===== config.mk =====
export PLATFORM = sky130hd
export DESIGN_NAME = pmp_checker_n
export DESIGN_NICKNAME = d
export VERILOG_FILES = /design/src/rtl/pmp_checker_n.sv
export SDC_FILE = /design/constraint.sdc
export NUM_CORES = 1
export LEC_CHECK = 0
export ABC_AREA = 1
export BUFFER_PORTS_ARGS = -buffer_cell sky130_fd_sc_hd__clkbuf_2
export CAP_MARGIN = 20
export CORE_UTILIZATION = 30
export DETAILED_ROUTE_END_ITERATION = 7
export GPL_TIMING_DRIVEN = 0
export PLACE_DENSITY_LB_ADDON = 0.08
export SLEW_MARGIN = 10
export SYNTH_ARGS = -nofsm -noshare
export SYNTH_HDL_FRONTEND = slang
export SYNTH_SLANG_ARGS = --single-unit

===== constraint.sdc =====
create_clock -name clk -period 4.4 [get_ports clk]
set_input_delay 0.22 -clock clk [delete_from_list [all_inputs] [get_ports clk]]
set_output_delay 0.22 -clock clk [all_outputs]
set_load 0.02 [all_outputs]

===== src/rtl/pmp_checker_n.sv =====
// Multi-entry PMP checker: CSR-programmed cfg/addr pairs, OFF/TOR/NA4/NAPOT matching,
// two-stage valid/ready pipeline (S1 = per-entry hit/permit vectors, S2 = priority encode).
module pmp_checker_n #(
  parameter int NUM_ENTRIES = 8,
  parameter int ADDR_W      = 32,
  parameter int IDX_W       = (NUM_ENTRIES > 1) ? $clog2(NUM_ENTRIES) : 1
) (
  input  logic              clk,
  input  logic              rst_n,
  input  logic              csr_we,
  input  logic              csr_sel,
  input  logic [IDX_W-1:0]  csr_idx,
  input  logic [ADDR_W-1:0] csr_wdata,
  output logic [ADDR_W-1:0] csr_rdata,
  input  logic              req_valid,
  output logic              req_ready,
  input  logic [ADDR_W-1:0] req_addr,
  input  logic [1:0]        req_type,
  input  logic              req_mmode,
  output logic              resp_valid,
  input  logic              resp_ready,
  output logic              resp_allow,
  output logic              resp_matched,
  output logic [IDX_W-1:0]  resp_idx
);

  // Handshake: a transfer happens on an edge where valid && ready are both high;
  // valid and payload are held until that edge, ready never depends on valid.

  localparam logic [1:0] A_TOR   = 2'd1;
  localparam logic [1:0] A_NA4   = 2'd2;
  localparam logic [1:0] A_NAPOT = 2'd3;

  logic [7:0]             cfg     [NUM_ENTRIES];
  logic [ADDR_W-1:0]      pmpaddr [NUM_ENTRIES];
  logic [NUM_ENTRIES-1:0] addr_lock;
  logic [NUM_ENTRIES-1:0] hit;
  logic [NUM_ENTRIES-1:0] permit;
  logic [ADDR_W-1:0]      word_addr;
  logic [7:0]             wcfg;
  logic                   idx_ok;
  logic                   default_allow;

  assign word_addr     = req_addr >> 2;
  assign idx_ok        = (32'(csr_idx) < NUM_ENTRIES);
  assign default_allow = req_mmode && (req_type != 2'd3);
  // W without R is a reserved combination and is stored as W=0; bits 6:5 are hardwired 0.
  assign wcfg = {csr_wdata[7], 2'b00, csr_wdata[4:2], csr_wdata[1] & csr_wdata[0], csr_wdata[0]};

  for (genvar g = 0; g < NUM_ENTRIES; g++) begin : g_entry
    logic [ADDR_W-1:0] lo;
    logic [ADDR_W-1:0] mask;
    logic              perm_bit;

    if (g == 0) begin : g_lo0
      assign lo = '0;
    end else begin : g_lon
      assign lo = pmpaddr[g-1];
    end

    // A locked TOR entry also freezes the address register below it (its lower bound).
    if (g + 1 < NUM_ENTRIES) begin : g_lk
      assign addr_lock[g] = cfg[g][7] || (cfg[g+1][7] && (cfg[g+1][4:3] == A_TOR));
    end else begin : g_lk_last
      assign addr_lock[g] = cfg[g][7];
    end

    assign mask     = pmpaddr[g] ^ (pmpaddr[g] + ADDR_W'(1));
    assign perm_bit = cfg[g][req_type];

    assign hit[g] = (cfg[g][4:3] == A_TOR)   ? ((word_addr >= lo) && (word_addr < pmpaddr[g])) :
                    (cfg[g][4:3] == A_NA4)   ? (word_addr == pmpaddr[g]) :
                    (cfg[g][4:3] == A_NAPOT) ? ((word_addr & ~mask) == (pmpaddr[g] & ~mask)) :
                                               1'b0;

    assign permit[g] = (req_type != 2'd3) && ((req_mmode && !cfg[g][7]) || perm_bit);
  end

  always_ff @(posedge clk or negedge rst_n) begin
    if (!rst_n) begin
      for (int i = 0; i < NUM_ENTRIES; i++) begin
        cfg[i]     <= '0;
        pmpaddr[i] <= '0;
      end
    end else if (csr_we && idx_ok) begin
      for (int i = 0; i < NUM_ENTRIES; i++) begin
        if (IDX_W'(i) == csr_idx) begin
          if (!csr_sel && !cfg[i][7]) cfg[i] <= wcfg;
          if (csr_sel && !addr_lock[i]) pmpaddr[i] <= csr_wdata;
        end
      end
    end
  end

  always_comb begin
    csr_rdata = '0;
    for (int i = 0; i < NUM_ENTRIES; i++) begin
      if (IDX_W'(i) == csr_idx) csr_rdata = csr_sel ? pmpaddr[i] : ADDR_W'(cfg[i]);
    end
  end

  logic                   s1_valid;
  logic [NUM_ENTRIES-1:0] s1_hit;
  logic [NUM_ENTRIES-1:0] s1_permit;
  logic                   s1_default;
  logic                   out_load;
  logic                   s1_advance;

  assign out_load   = !resp_valid || resp_ready;
  assign s1_advance = s1_valid && out_load;
  assign req_ready  = !s1_valid || s1_advance;

  always_ff @(posedge clk or negedge rst_n) begin
    if (!rst_n) begin
      s1_valid   <= 1'b0;
      s1_hit     <= '0;
      s1_permit  <= '0;
      s1_default <= 1'b0;
    end else if (req_ready) begin
      s1_valid <= req_valid;
      if (req_valid) begin
        s1_hit     <= hit;
        s1_permit  <= permit;
        s1_default <= default_allow;
      end
    end
  end

  logic             enc_matched;
  logic             enc_allow;
  logic [IDX_W-1:0] enc_idx;

  // Scan from the top so the lowest-index hit is the last (winning) assignment.
  always_comb begin
    enc_matched = 1'b0;
    enc_allow   = s1_default;
    enc_idx     = '0;
    for (int i = NUM_ENTRIES - 1; i >= 0; i--) begin
      if (s1_hit[i]) begin
        enc_matched = 1'b1;
        enc_allow   = s1_permit[i];
        enc_idx     = IDX_W'(i);
      end
    end
  end

  always_ff @(posedge clk or negedge rst_n) begin
    if (!rst_n) begin
      resp_valid   <= 1'b0;
      resp_allow   <= 1'b0;
      resp_matched <= 1'b0;
      resp_idx     <= '0;
    end else if (out_load) begin
      resp_valid <= s1_valid;
      if (s1_valid) begin
        resp_allow   <= enc_allow;
        resp_matched <= enc_matched;
        resp_idx     <= enc_idx;
      end
    end
  end

endmodule


**Yosys cells after proc, flatten, opt, wreduce, memory -nomap -nowiden**

Index checks and enable logic that the tools add are counted.

- Word-level logic and storage cells: 313
- Bits in registers: 328
- Output and inout port bits: 39

- Magnitude comparators: 17
- Multiplexer cells: 80
- Reduce and logical (&&, ||, !) cells: 103
- Bitwise operators: 33
- Add/sub/neg operators: 8
- Eq/ne operators: 48

Operator list:

| cell | count |
|---|---|
| $mux 32 | 16 |
| $add 32x1->32 const B | 8 |
| $and 30x32->32 | 8 |
| $and 32x32->32 | 8 |
| $eq 30x32->1 | 8 |
| $eq 32x32->1 | 8 |
| $lt 30x32->1 | 8 |
| $not 32->32 | 8 |
| $xor 32x32->32 | 8 |
| $ge 30x32->1 | 7 |
| $logic_and 1x1->1 | 49 |
| $mux 1 | 48 |
| $reduce_and 3->1 | 16 |
| $eq 2x2->1 const B | 16 |
| $ge 30x1->1 const B | 1 |
| $mux 3 | 8 |
| $logic_not 1->1 | 18 |
| $logic_or 1x1->1 | 17 |
| $bmux 1 s2 | 8 |
| $eq 2x1->1 const B | 8 |
| $eq 3x3->1 const A | 4 |
| $eq 2x3->1 const A | 2 |
| $lt 2x4->1 const B | 1 |
| $reduce_and 2->1 | 2 |
| 4 further kinds | 4 |

**Logic depth before layout (Yosys ltp)**

- Word-level depth: 9
- Depth in mapped cells: 28
- Mapped depth without buffers: 28

**Least setup slack after synthesis**

No wires, ideal clock.

- Kind: reg2reg
- Start: reg pmpaddr (netlist bit g_entry[3].lo[2])
- End: reg s1_hit[2]
- Slack: 1456 ps
- Data arrival time: 2873 ps
- Setup time: 71 ps
- Buffers on the path: 0
- Data required time: 4329 ps
- Stages on the path, launching flop included: 24
- Cells stage by stage: dfrtp_1 > inv_2 > nor3_2 > nand2_1 > nor2_1 > nand3_1 > or2_4 > nor2_4 > nand3_2 > nor2_2 > nand3_1 > ha_1 > or2_2 > nand3_1 > nand2_1 > nand2_1 > nand2_1 > nor2_1 > nand2_1 > nor2_1 > nand3_1 > nor2_1 > nor2_1 > nor2_1

- Cells in the longest elaborated chain, start to end: 8
- Elaborated cells between the ends (all ways): 12
- Classes of those cells: add/sub: 1; order compare: 1; eq/ne: 2; mux: 3; bitwise: 4; reduce/logical: 1

RTL lines:

| element | RTL line | source |
|---|---|---|
| from (decl) | 35 | `logic [ADDR_W-1:0] pmpaddr [NUM_ENTRIES];` |
| from (signal, indexed assignment) | 89 | `if (csr_sel && !addr_lock[i]) pmpaddr[i] <= csr_wdata;` |
| $add 32x1->32 | 68 | `assign mask = pmpaddr[g] ^ (pmpaddr[g] + ADDR_W'(1));` |
| $xor 32x32->32 | 68 |  |
| $not 32->32 | 73 | `(cfg[g][4:3] == A_NAPOT) ? ((word_addr & ~mask) == (pmpaddr[g] & ~mask)) :` |
| $and 30x32->32 or $and 32x32->32 (tied branches) | 73 |  |
| $eq 32x32->1 | 73 |  |
| $mux 1 | 73 |  |
| $mux 1 | 72 | `(cfg[g][4:3] == A_NA4) ? (word_addr == pmpaddr[g]) :` |
| $mux 1 (*) | 71 | `assign hit[g] = (cfg[g][4:3] == A_TOR) ? ((word_addr >= lo) && (word_addr < pmpaddr[g])) :` |
| to (signal assigned) | 122 | `s1_hit <= hit;` |
| to (decl) | 103 | `logic [NUM_ENTRIES-1:0] s1_hit;` |

Every way passes the cells marked *; elsewhere a longest branch is shown, timed or not.
A chain may end at the register's enable or synchronous reset.

**Worst setup path after layout**

- Start: reg pmpaddr (netlist bit g_entry[7].lo[2])
- End: reg s1_hit[6]

The elaborated chain is that of the path after synthesis.

==> results by group <==
Power
  • Clock power share: 42.8%
  • Switching part of the total: 36.7%
  • P_int: 6360 uW
  • Leakage power: 0.0199 uW
  • Worst VDD drop: 0.257 mV
  • Cell Pwr Density: 253 nW/um^2
  • Net Switching: 3690 uW
  • Flop pwr share: 31.3%
  • Combinational share of power: 25.9%
  • Total power: 10000 uW

Clock network
  • Clock Root Buffer: clkbuf_16
  • TritonCTS buffer count: 48
  • H-Tree Depth: 2
  • CTS max path bufs: 3
  • Reg clk slew, reported paths: 0.07 ns
  • Clk_lat worst skew: 0.67 ns
  • TritonCTS clock tree: built
  • CTS Sinks: 328

Logic synthesis
  • Post-synth EDFFs: 0
  • Compound-Gate Fraction of Synth Area: 13.1%
  • Mean Syn Cell Area: 6.51 sq um
  • Largest family of logic cells by synthesized area: simple AND/OR/NAND/NOR gates
  • Synthesized Nets: 5834
  • Synth Area in Simple Gates: 33.5%
  • Post-Syn Area: 34400 sq um
  • Synth Flop Type: dfrtp_1
  • Post-Synth XOR/XNOR Area: 1.68%
  • Cell variety after synth: 56
  • Most area-consuming cells after synthesis: dfrtp_1 24%, ha_1 17%, nand2_1 17%
  • Yosys Warn Count: 0
  • Register area share after synthesis: 23.9%
  • Adder-Cell Fraction of Synth Area: 17.3%
  • Post-synth ARST share: 100%
  • Top cell type's share of synthesized area: 23.9%
  • Mux cell area share after synthesis: 0.0873%
  • Post-Syn Instances: 5282
  • Synth area leader: dfrtp_1
  • Synthesized flop and latch total: 328

Global routing
  • Largest net degree at the start of global routing: 93
  • Number of global-route vias before repair: 35144
  • First-pass GRT wire length: 266000 um
  • Overflow after GRT: 0
  • Initial antenna violation count: 10
  • Total track usage: 32.6%

Place
  • Post-Place Setup Slack: -1.75 ns
  • GPL Wtd Cong: 1.03
  • Hpwl dp: 159000 um
  • Port buffer count: 105

Die
  • Die Ht: 341 um
  • Die footprint: 116000 sq um
  • Starting Density: 30.4%
  • IO Count: 115
  • Die width: 341 um
  • Core Area: 113000 sq um
  • Row Count: 123

Timing
  • Min Tclk post-route: 4.40 ns
  • Max Fclk: 227 MHz
  • Smallest setup slack after layout: -0.00212 ns
  • RSZ-0062 raised after global routing: yes
  • Setup TNS Final: -0.00212 ns
  • Final Hold Fails: 0
  • Slew @ Worst Pin: 1.26 ns
  • Worst-case clock skew: 0.0337 ns
  • Fin crit share: 100%
  • Slew Limit Fails: 0
  • Setup-failing EPs final: 1
  • Rel. slew slack: 15.0%

Detailed routing
  • Met1 wire length: 83000 um
  • Vias: 38082
  • # DRC: 0
  • DR pass1 iterations: 8
  • DRT iter0 DRCs: 3657
  • Vias per inst: 5.41
  • WL per Instance: 27.4 um
  • Routed Wire Length: 193000 um
  • Met2 wire len: 88200 um
  • DRT antenna net count: 0
  • Routed wl met3: 12200 um
  • Max Used Layer: met5

Worst setup path
  • Reg2reg setup slack: -0.002 ns
  • Critical path fanouts, max: 4
  • Crit path kind: flip-flop to flip-flop
  • Critical Path AT: 5.00 ns
  • Worst setup SP type: flip-flop
  • WP data required: 4.99 ns
  • Worst reg2reg path depth: 21
  • Kind of end point of the critical path: flip-flop

Final layout
  • Fill cell count: 12567
  • Register area: 8230 sq um
  • Multi-input gate area: 23000 sq um
  • Share of cells above drive strength 1: 7.86%
  • Final #Nets: 6050
  • Syn-to-layout area delta: 15.2%
  • Finished Core Util: 35.0%

Job
  • Max-cap viol count: 0

Run status
  • Status: finished with violations
  • Failing checks: setup timing

Worst hold path
  • HP Class: input pin to flip-flop
  • Hold path cells: 3
## path summary, 6_finish.rpt
path / start / to
worst max-delay path: g_entry[7].lo[2] / s1_hit[6]
worst min-delay path: csr_wdata[27] / g_entry[4].lo[27]
worst max register to register: g_entry[7].lo[2] / s1_hit[6]
worst min register to register: s1_permit[1] / s1_permit[1]
max in group asynchronous: rst_n / g_entry[5].lo[23]
min in group asynchronous: rst_n / pmpaddr[5]
## synth_stat cells, drive strengths merged, types with 3 or more instances
cell type,number
nand2,1529
inv,821
o21ai,479
ha,476
nand3,334
dfrtp,328
nor2,326
nand4,233
a21oi,220
clkbuf,119
or2,78
nor3,68
xor2,59
o22ai,32
nand3b,28
o221ai,24
nor4,20
buf,15
o211ai,15
o21a,15
o21bai,14
a22oi,8
a211oi,7
xnor2,7
a2111oi,6
mux2i,3
o2111ai,3
## critical path, cell delays in order (launching register included)
cell        delay [ns]
dfrtp_2           0.40
clkinvlp_4        0.11
nor3_4            0.23
nand4_1           0.13
buf_6             0.17
or2_4             0.26
nor3_4            0.23
nand4_4           0.15
nor2_4            0.19
nand4_1           0.15
ha_1              0.34
or2_4             0.14
nand3_4           0.10
nand2_8           0.19
nand4_1           0.45
nor2_1            0.25
nand2_1           0.08
nor2_1            0.10
nand3_1           0.13
nor2_4            0.35
nor2_4            0.07
nor2_1            0.09
## layout by cell type (no fill, tap or decap), drive strengths merged, types with 6 or more instances in the layout
cell type       n
o21a           15
dlygate4sd3    25
a21oi         220
clkbuf        284
nand3         334
o21bai         14
nor3           68
a22oi           8
nor2          326
o211ai         15
o21ai         479
buf            51
ha            476
clkinvlp        6
diode           7
inv           824
nor4           20
o221ai         24
nand3b         28
nand2        1529
xor2           59
a211oi          7
or2            78
xnor2           7
dfrtp         328
o22ai          32
clkinv          9
bufinv          6
a2111oi         6
nand4         233
## power by group through the flow
stage	Clock (uW)	Sequential [uW]	Combinational [uW]
after floorplan	0	3190	1410
after global placement	0	3200	2450
after detailed placement	0	3200	2490
after CTS	4340	3140	2550
after global routing	4430	3150	2850
final	4300	3140	2600
## stage by stage
step | cells | area [sq um] | hold slack (ns)
after floorplan | 5282 | 34400 | -0.0756
after global placement | 6887 | 36800 | 0.486
after detailed placement | 6901 | 37100 | 0.217
after CTS | 7018 | 39400 | 0.00253
after global routing | 7031 | 39600 | 0.0341
final | 7038 | 39600 | 0.0317
## repair_timing
item / 4_1_cts / 5_1_grt
gates resized for setup: 79 / 39
hold endpoints to repair: 173 / 0
pin swaps: 19 / 27
buffers inserted: 9 / 13
setup endpoints to repair: 7 / 8
hold buffers: 25 / 0
## layer usage
metal / up-vias / global-route usage, %
met5: - / 0
met4: 6 / 13.7
met3: 272 / 3.63
met2: 1424 / 53.6
met1: 18444 / 43.1
li1: 17936 / -
## area by class of cell
| cell class | instances | area share (%) |
|---|---|---|
| multi-input combinational | 3998 | 58.1 |
| buffer | 134 | 1.30 |
| timing repair buffer | 166 | 3.07 |
| inverter | 822 | 7.79 |
| sequential | 328 | 20.8 |
| clock inverter | 23 | 0.814 |
| clock buffer | 60 | 3.35 |
| antenna | 7 | 0.0442 |
| tap | 1500 | 4.74 |
## cell families (layout without fill, tap and decap cells)
group           count (synthesis)  in the layout
fa+ha+maj                     476            476
compound gates                831            831
flops                         328            328
other cells                     0              7
buf+inv                       956           1205
simple gates                 2622           2622
mux                             3              3
xor+xnor                       66             66
## flip-flops by register name (all words and copies together), names as in the netlist
register and cells:
resp_idx 3, s1_default 1, resp_matched 1, resp_allow 1
addr_lock 1, resp_valid 1, pmpaddr 32, cfg 47
s1_hit 8, g_entry.lo 224, s1_valid 1, s1_permit 8
Note: power is estimated with default switching activity, not from simulation.
